### config.mk
export PLATFORM = sky130hd
export DESIGN_NAME = cond_unit
export DESIGN_NICKNAME = d
export VERILOG_FILES = /design/src/rtl/cond_unit.sv
export SDC_FILE = /design/constraint.sdc
export NUM_CORES = 1
export LEC_CHECK = 0
export CAP_MARGIN = 10
export CORE_MARGIN = 10
export CORE_UTILIZATION = 32
export DETAILED_ROUTE_END_ITERATION = 8
export PLACE_DENSITY = 0.82
export SLEW_MARGIN = 15
export SYNTH_ARGS = -nofsm -noshare
export SYNTH_HDL_FRONTEND = slang
export SYNTH_SLANG_ARGS = --single-unit
### constraint.sdc
create_clock -name clk -period 1.53 [get_ports clk]
set_input_delay 0.153 -clock clk [delete_from_list [all_inputs] [get_ports clk]]
set_output_delay 0.153 -clock clk [all_outputs]
set_load 0.01 [all_outputs]
### src/rtl/cond_unit.sv
// Condition/flag unit: NZCV register, ARM condition decode, gating of PC/reg/mem write enables.
// Optional execute/squash counters built only when COND_PERF_CNT_EN is defined.
module cond_unit #(
  parameter int CNT_W = 16
) (
  input  logic             clk,
  input  logic             reset,
  input  logic             InstrValid,
  input  logic [3:0]       Cond,
  input  logic [3:0]       AluFlags,
  input  logic [1:0]       FlagW,
  input  logic             PCS,
  input  logic             RegW,
  input  logic             MemW,
  input  logic             NoWrite,
  output logic             CondEx,
  output logic             PCSrc,
  output logic             RegWrite,
  output logic             MemWrite,
  output logic [3:0]       Flags,
  output logic [CNT_W-1:0] ExecCnt,
  output logic [CNT_W-1:0] SquashCnt
);

  logic [1:0] nz_q, nz_d;
  logic [1:0] cv_q, cv_d;
  logic       flag_n, flag_z, flag_c, flag_v;
  logic       cond_pass;

  assign {flag_n, flag_z} = nz_q;
  assign {flag_c, flag_v} = cv_q;
  assign Flags            = {nz_q, cv_q};

  // Decode uses only the registered flags so AluFlags never reaches an output.
  always_comb begin
    cond_pass = 1'b0;
    unique case (Cond)
      4'h0: cond_pass = flag_z;
      4'h1: cond_pass = !flag_z;
      4'h2: cond_pass = flag_c;
      4'h3: cond_pass = !flag_c;
      4'h4: cond_pass = flag_n;
      4'h5: cond_pass = !flag_n;
      4'h6: cond_pass = flag_v;
      4'h7: cond_pass = !flag_v;
      4'h8: cond_pass = flag_c & !flag_z;
      4'h9: cond_pass = !flag_c | flag_z;
      4'hA: cond_pass = (flag_n == flag_v);
      4'hB: cond_pass = (flag_n != flag_v);
      4'hC: cond_pass = !flag_z & (flag_n == flag_v);
      4'hD: cond_pass = flag_z | (flag_n != flag_v);
      4'hE: cond_pass = 1'b1;
      4'hF: cond_pass = 1'b0;
      default: cond_pass = 1'b0;
    endcase
  end

  assign CondEx   = InstrValid & cond_pass;
  assign PCSrc    = PCS & CondEx;
  assign RegWrite = RegW & CondEx & !NoWrite;
  assign MemWrite = MemW & CondEx;

  always_comb begin
    nz_d = nz_q;
    cv_d = cv_q;
    if (FlagW[1] && CondEx) nz_d = AluFlags[3:2];
    if (FlagW[0] && CondEx) cv_d = AluFlags[1:0];
  end

  always_ff @(posedge clk) begin
    if (reset) begin
      nz_q <= 2'b00;
      cv_q <= 2'b00;
    end else begin
      nz_q <= nz_d;
      cv_q <= cv_d;
    end
  end

`ifdef COND_PERF_CNT_EN
  logic [CNT_W-1:0] exec_cnt_q, exec_cnt_d;
  logic [CNT_W-1:0] squash_cnt_q, squash_cnt_d;
  logic             squash;

  assign squash = InstrValid & !cond_pass;

  // Plain wrap-around; no saturation or overflow flag.
  always_comb begin
    exec_cnt_d   = exec_cnt_q;
    squash_cnt_d = squash_cnt_q;
    if (CondEx) exec_cnt_d   = exec_cnt_q + 1'b1;
    if (squash) squash_cnt_d = squash_cnt_q + 1'b1;
  end

  always_ff @(posedge clk) begin
    if (reset) begin
      exec_cnt_q   <= '0;
      squash_cnt_q <= '0;
    end else begin
      exec_cnt_q   <= exec_cnt_d;
      squash_cnt_q <= squash_cnt_d;
    end
  end

  assign ExecCnt   = exec_cnt_q;
  assign SquashCnt = squash_cnt_q;
`else
  assign ExecCnt   = '0;
  assign SquashCnt = '0;
`endif

endmodule

# Word-level counts from Yosys, hierarchy flattened
# Index checks and enable logic that the tools add are counted.
# classes
n_eq_ne,17
n_mux,1
bitwise_logic,9
reduce_logical,8
# op_table
operator,n
$eq 4x4->1 const B,8
$eq 4x3->1 const B,4
$pmux 1 s16,1
$eq 4x2->1 const B,2
$and 1x1->1,7
$logic_not 1->1,5
$eq 4x1->1 const B,1
$logic_not 4->1,1
$logic_and 1x1->1,2
$or 1x1->1,2
$eq 1x1->1,1
$ne 1x1->1,1
# word_totals
ff_bits,4
input_bits,17
output_inout_bits,40
wordCells,37

# Longest topological paths before layout
# logic_depth
depth_word,6
depth_mapped,5
mapped_depth_nobuf,4

# Worst setup path before layout
# No wires, ideal clock.
# synth_path
path_type,reg2out
startpoint,register cv_q[0]
endpoint,output RegWrite
arrival_ps,1424
t_required_ps,1377
setup_slack_ps,-47
path_stages_with_launch,5
path_buffers,0
path_cell_list,dfxtp_1 mux4_2 nand2b_1 nand3_1 a211oi_2
# synth_between
elab_chain_cells,6
elab_cells_between_ends,9
classes_between,2 x eq/ne; 1 x mux; 5 x bitwise; 1 x reduce/logical
# synth_rtl
item,line_no,text
from (decl),26,"logic [1:0] cv_q, cv_d;"
from (signal assigned),76,cv_q <= cv_d;
$ne 1x1->1 or $eq 1x1->1 (tied branches),-,
$or 1x1->1 or $and 1x1->1 (tied branches),"51, 50",
$pmux 1 s16 (*),37,unique case (Cond)
$and 1x1->1 (*),58,assign CondEx = InstrValid & cond_pass;
$and 1x1->1 (*) (2 in series),60,assign RegWrite = RegW & CondEx & !NoWrite;
to (decl),18,"output logic RegWrite,"
# Mark *: on every way between the ends. The rest lies on a longest branch, timed or not.

# Worst setup path in the final report
# layout_path
startpoint,register nz_q[1]
endpoint,output RegWrite
# layout_between
elab_chain_cells,6
elab_cells_between_ends,9
classes_between,2 x eq/ne; 1 x mux; 5 x bitwise; 1 x reduce/logical
# layout_rtl
item,line_no,text
from (decl),25,"logic [1:0] nz_q, nz_d;"
from (signal assigned),75,nz_q <= nz_d;
$ne 1x1->1 or $eq 1x1->1 (tied branches),-,
$or 1x1->1 or $and 1x1->1 (tied branches),"51, 50",
$pmux 1 s16 (*),37,
$and 1x1->1 (*),58,
$and 1x1->1 (*) (2 in series),60,
# Marks and branches as above.

==> reports/metrics.yaml <==
status: "finished, violations left"
violations: "setup timing"
boundaryPins: 57
layout.cells.non_filler: 147
path_max_fanout: 4
yosys.area_share.simple: 0.2140
cts_root_buf: "clkbuf_4"
cts_hold_buffers: 0
synthTopCellsByArea: "buf_4 35%, dfxtp_1 12%, mux2i_1 8.9%"
cts_tree: "built"
min_period_over_period: 1.186
crit_required_ps: 1380
powerDensity_nw_per_um2: 493.5
grt_pass1_vias: 665
die_area_um2: 4361
grt_max_degree: 9
setup_viol: 8
rsz0062_at_grt: "yes"
synth_xor_area_frac: 0.02583
dp.cells: 143
clock_skew_ps: 0.2177
ys_ff_latch: 4
synth-adder-area-share: 0
core_area_um2: 1982
yosysUniqueCellTypes: 21
routed_via_density: 4.259
n_antenna_cell: 0
syn_area_per_cell_um2: 8.270
grt_usage: 0.08890
period_minus_slack_ps: 1815
grt_pass1_wl_mm: 3.063
setup_ws_ps: -285.2
cap_violations: 0
hold_violations: 0
synth_top_area_frac: 0.3542
syn_inst: 82
cts_buffers: 3
num_vias: 626
clkTransAtPathRegs_ps: 40
htree_levels: 1
synth_mux_area_frac: 0.1218
cts.sinks: 4
num_rows: 16
synth_area_leader_cell: "buf_4"
critical_path_class: "flop to primary output"
die_h_um: 66.04
drt_iter0_drc: 17
drc: 0
die_w_um: 66.04
ys_seq_area_frac: 0.1181
gr-total-overflow: 0
io_buffers: 24
hold_class: "primary input to flop"
routed_wl_mm: 1.982
clock_path_buffers: 2
critPathCaptureType: "primary output"
start_kind: "flop"
clk_latency_ps: 240
hpwlAfterDp_mm: 1.649
nets: 139
drv_slew: 0
firstDrtPassIters: 4
synth_area_um2: 678.2
cp.arrival_ps: 1660
synth_compound_area_frac: 0.1439
initial_utilization: 0.3422
antenna_found_initial: 0
drtAntennaViolNets: 0
p_leak_nw: 0.4361
drive_above_1_share: 0.2667
wl_per_cell_um: 13.48
gp_congestion: 0.8721
ys_warn_count: 0
synth_top_family_by_area: "buffers and inverters"
vdd_drop_max_uv: 261.1
area_growth_pct: 43.36
fmax_mhz: 550.9
tns_ps: -1653
[cells in the mapped netlist]
cell type  number
o21ba_2         1
a21oi_1         2
a21boi_1        1
mux4_2          1
nand2b_1        9
mux2i_1         6
xnor2_1         2
o221ai_1        3
dfxtp_1         4
nor4bb_1        2
o22a_1          1
nand3_1         1
clkbuf_1        3
a211oi_2        1
nand4_1         2
buf_4          32
o211ai_1        2
nand2_1         3
a21o_1          1
conb_1          1
and4b_1         4
[per-layer routing]
layer	vias to the layer above	global-route usage	wire length [um]
met4	0	0.05497	38
met2	45	0.1425	882
met5	-	0	0
met3	4	0.04407	287
li1	305	-	-
met1	272	0.09091	773
[final cells by class]
class | count | area (um2)
Sequential cell | 4 | 81.33
Fill cell | 199 | 1010
Timing Repair Buffer | 39 | 334.1
Clock buffer | 3 | 22.52
Multi-Input combinational cell | 74 | 500.5
Tap cell | 27 | 33.78
[placed cells by master, fill, tap and decap left out]
master	synthesis	layout
o221ai_1	3	2
clkbuf_4	0	3
a21boi_1	1	1
o22a_1	1	1
nand2b_1	9	8
nand2b_4	0	1
o21ba_2	1	1
buf_6	0	1
dfxtp_2	0	1
nor4bb_1	2	2
nand3_4	0	1
conb_1	1	32
mux2i_1	6	5
buf_4	32	14
xnor2_1	2	2
clkdlybuf4s50_1	0	18
and4b_1	4	4
o221ai_2	0	1
dlygate4sd2_1	0	2
o211ai_1	2	2
a21o_1	1	1
dfxtp_1	4	3
mux4_2	1	1
nand4_1	2	2
mux2i_2	0	1
a211oi_2	1	1
nand2_1	3	3
a21oi_2	0	2
buf_2	0	4
[repair_timing]
item | in CTS | in global routing
pin swaps | 5 | 2
resized for setup | 22 | 4
buffers inserted | 1 | 0
hold endpoints to repair | 0 | 0
endpoints found under the setup margin | 8 | 8
[flip-flops by register name, summed over array words and instances, names as in the netlist]
signal / count
nz_q: 2
cv_q: 2
[path summary, 6_finish.rpt]
check / start / to / slack (ps) / cells past startpoint
worst max-delay path: nz_q[1] / RegWrite / -290 / 5
worst min-delay path: AluFlags[2] / nz_q[0] / 490 / 3
worst max register to register: nz_q[1] / cv_q[0] / -170 / 6
worst min register to register: nz_q[0] / nz_q[0] / 620 / 3
[cell families (layout without fill, tap and decap cells)]
family / count (synthesis) / after routing
muxes: 7 / 7
other: 1 / 32
DFF: 4 / 4
buffers and inverters: 35 / 42
AOI/OAI and AO/OA: 12 / 12
xor gates and xnor gates: 2 / 2
and+or+nand+nor: 21 / 21
[through the flow]
step / area [um2] / power [W] / util / hold slack [ps] / setup WS, ps
6_report: 972.2 / 0.0004798 / 0.4905 / 486.2 / -285.2
3_3_place_gp: 927.1 / 0.0003289 / 0.4678 / 603.4 / -799.9
4_1_cts: 947.2 / 0.0004741 / 0.4779 / 483.5 / -298.7
5_1_grt: 972.2 / 0.0005211 / 0.4905 / 504.8 / -374.6
2_1_floorplan: 799.5 / 0.0002835 / - / 307.7 / 11.70
3_5_place_dp: 927.1 / 0.0003347 / 0.4678 / 618.1 / -854.4
[worst max-delay path, stage by stage, from the launching register on]
cell and delay, ps:
dfxtp_1 330, mux4_2 500, nand2b_4 110, nand3_4 100, a211oi_2 220, buf_2 160
[power breakdown]
group / leakage, nW / total, W / internal [W] / switching [W]
clock network: 0.0138 / 0.000133 / 0.0000878 / 0.0000450
logic: 0.389 / 0.000232 / 0.000116 / 0.000116
registers: 0.0330 / 0.000115 / 0.000110 / 0.00000452
total: 0.436 / 0.000480 / 0.000314 / 0.000166
No activity file was read; power rests on OpenSTA's default activity.
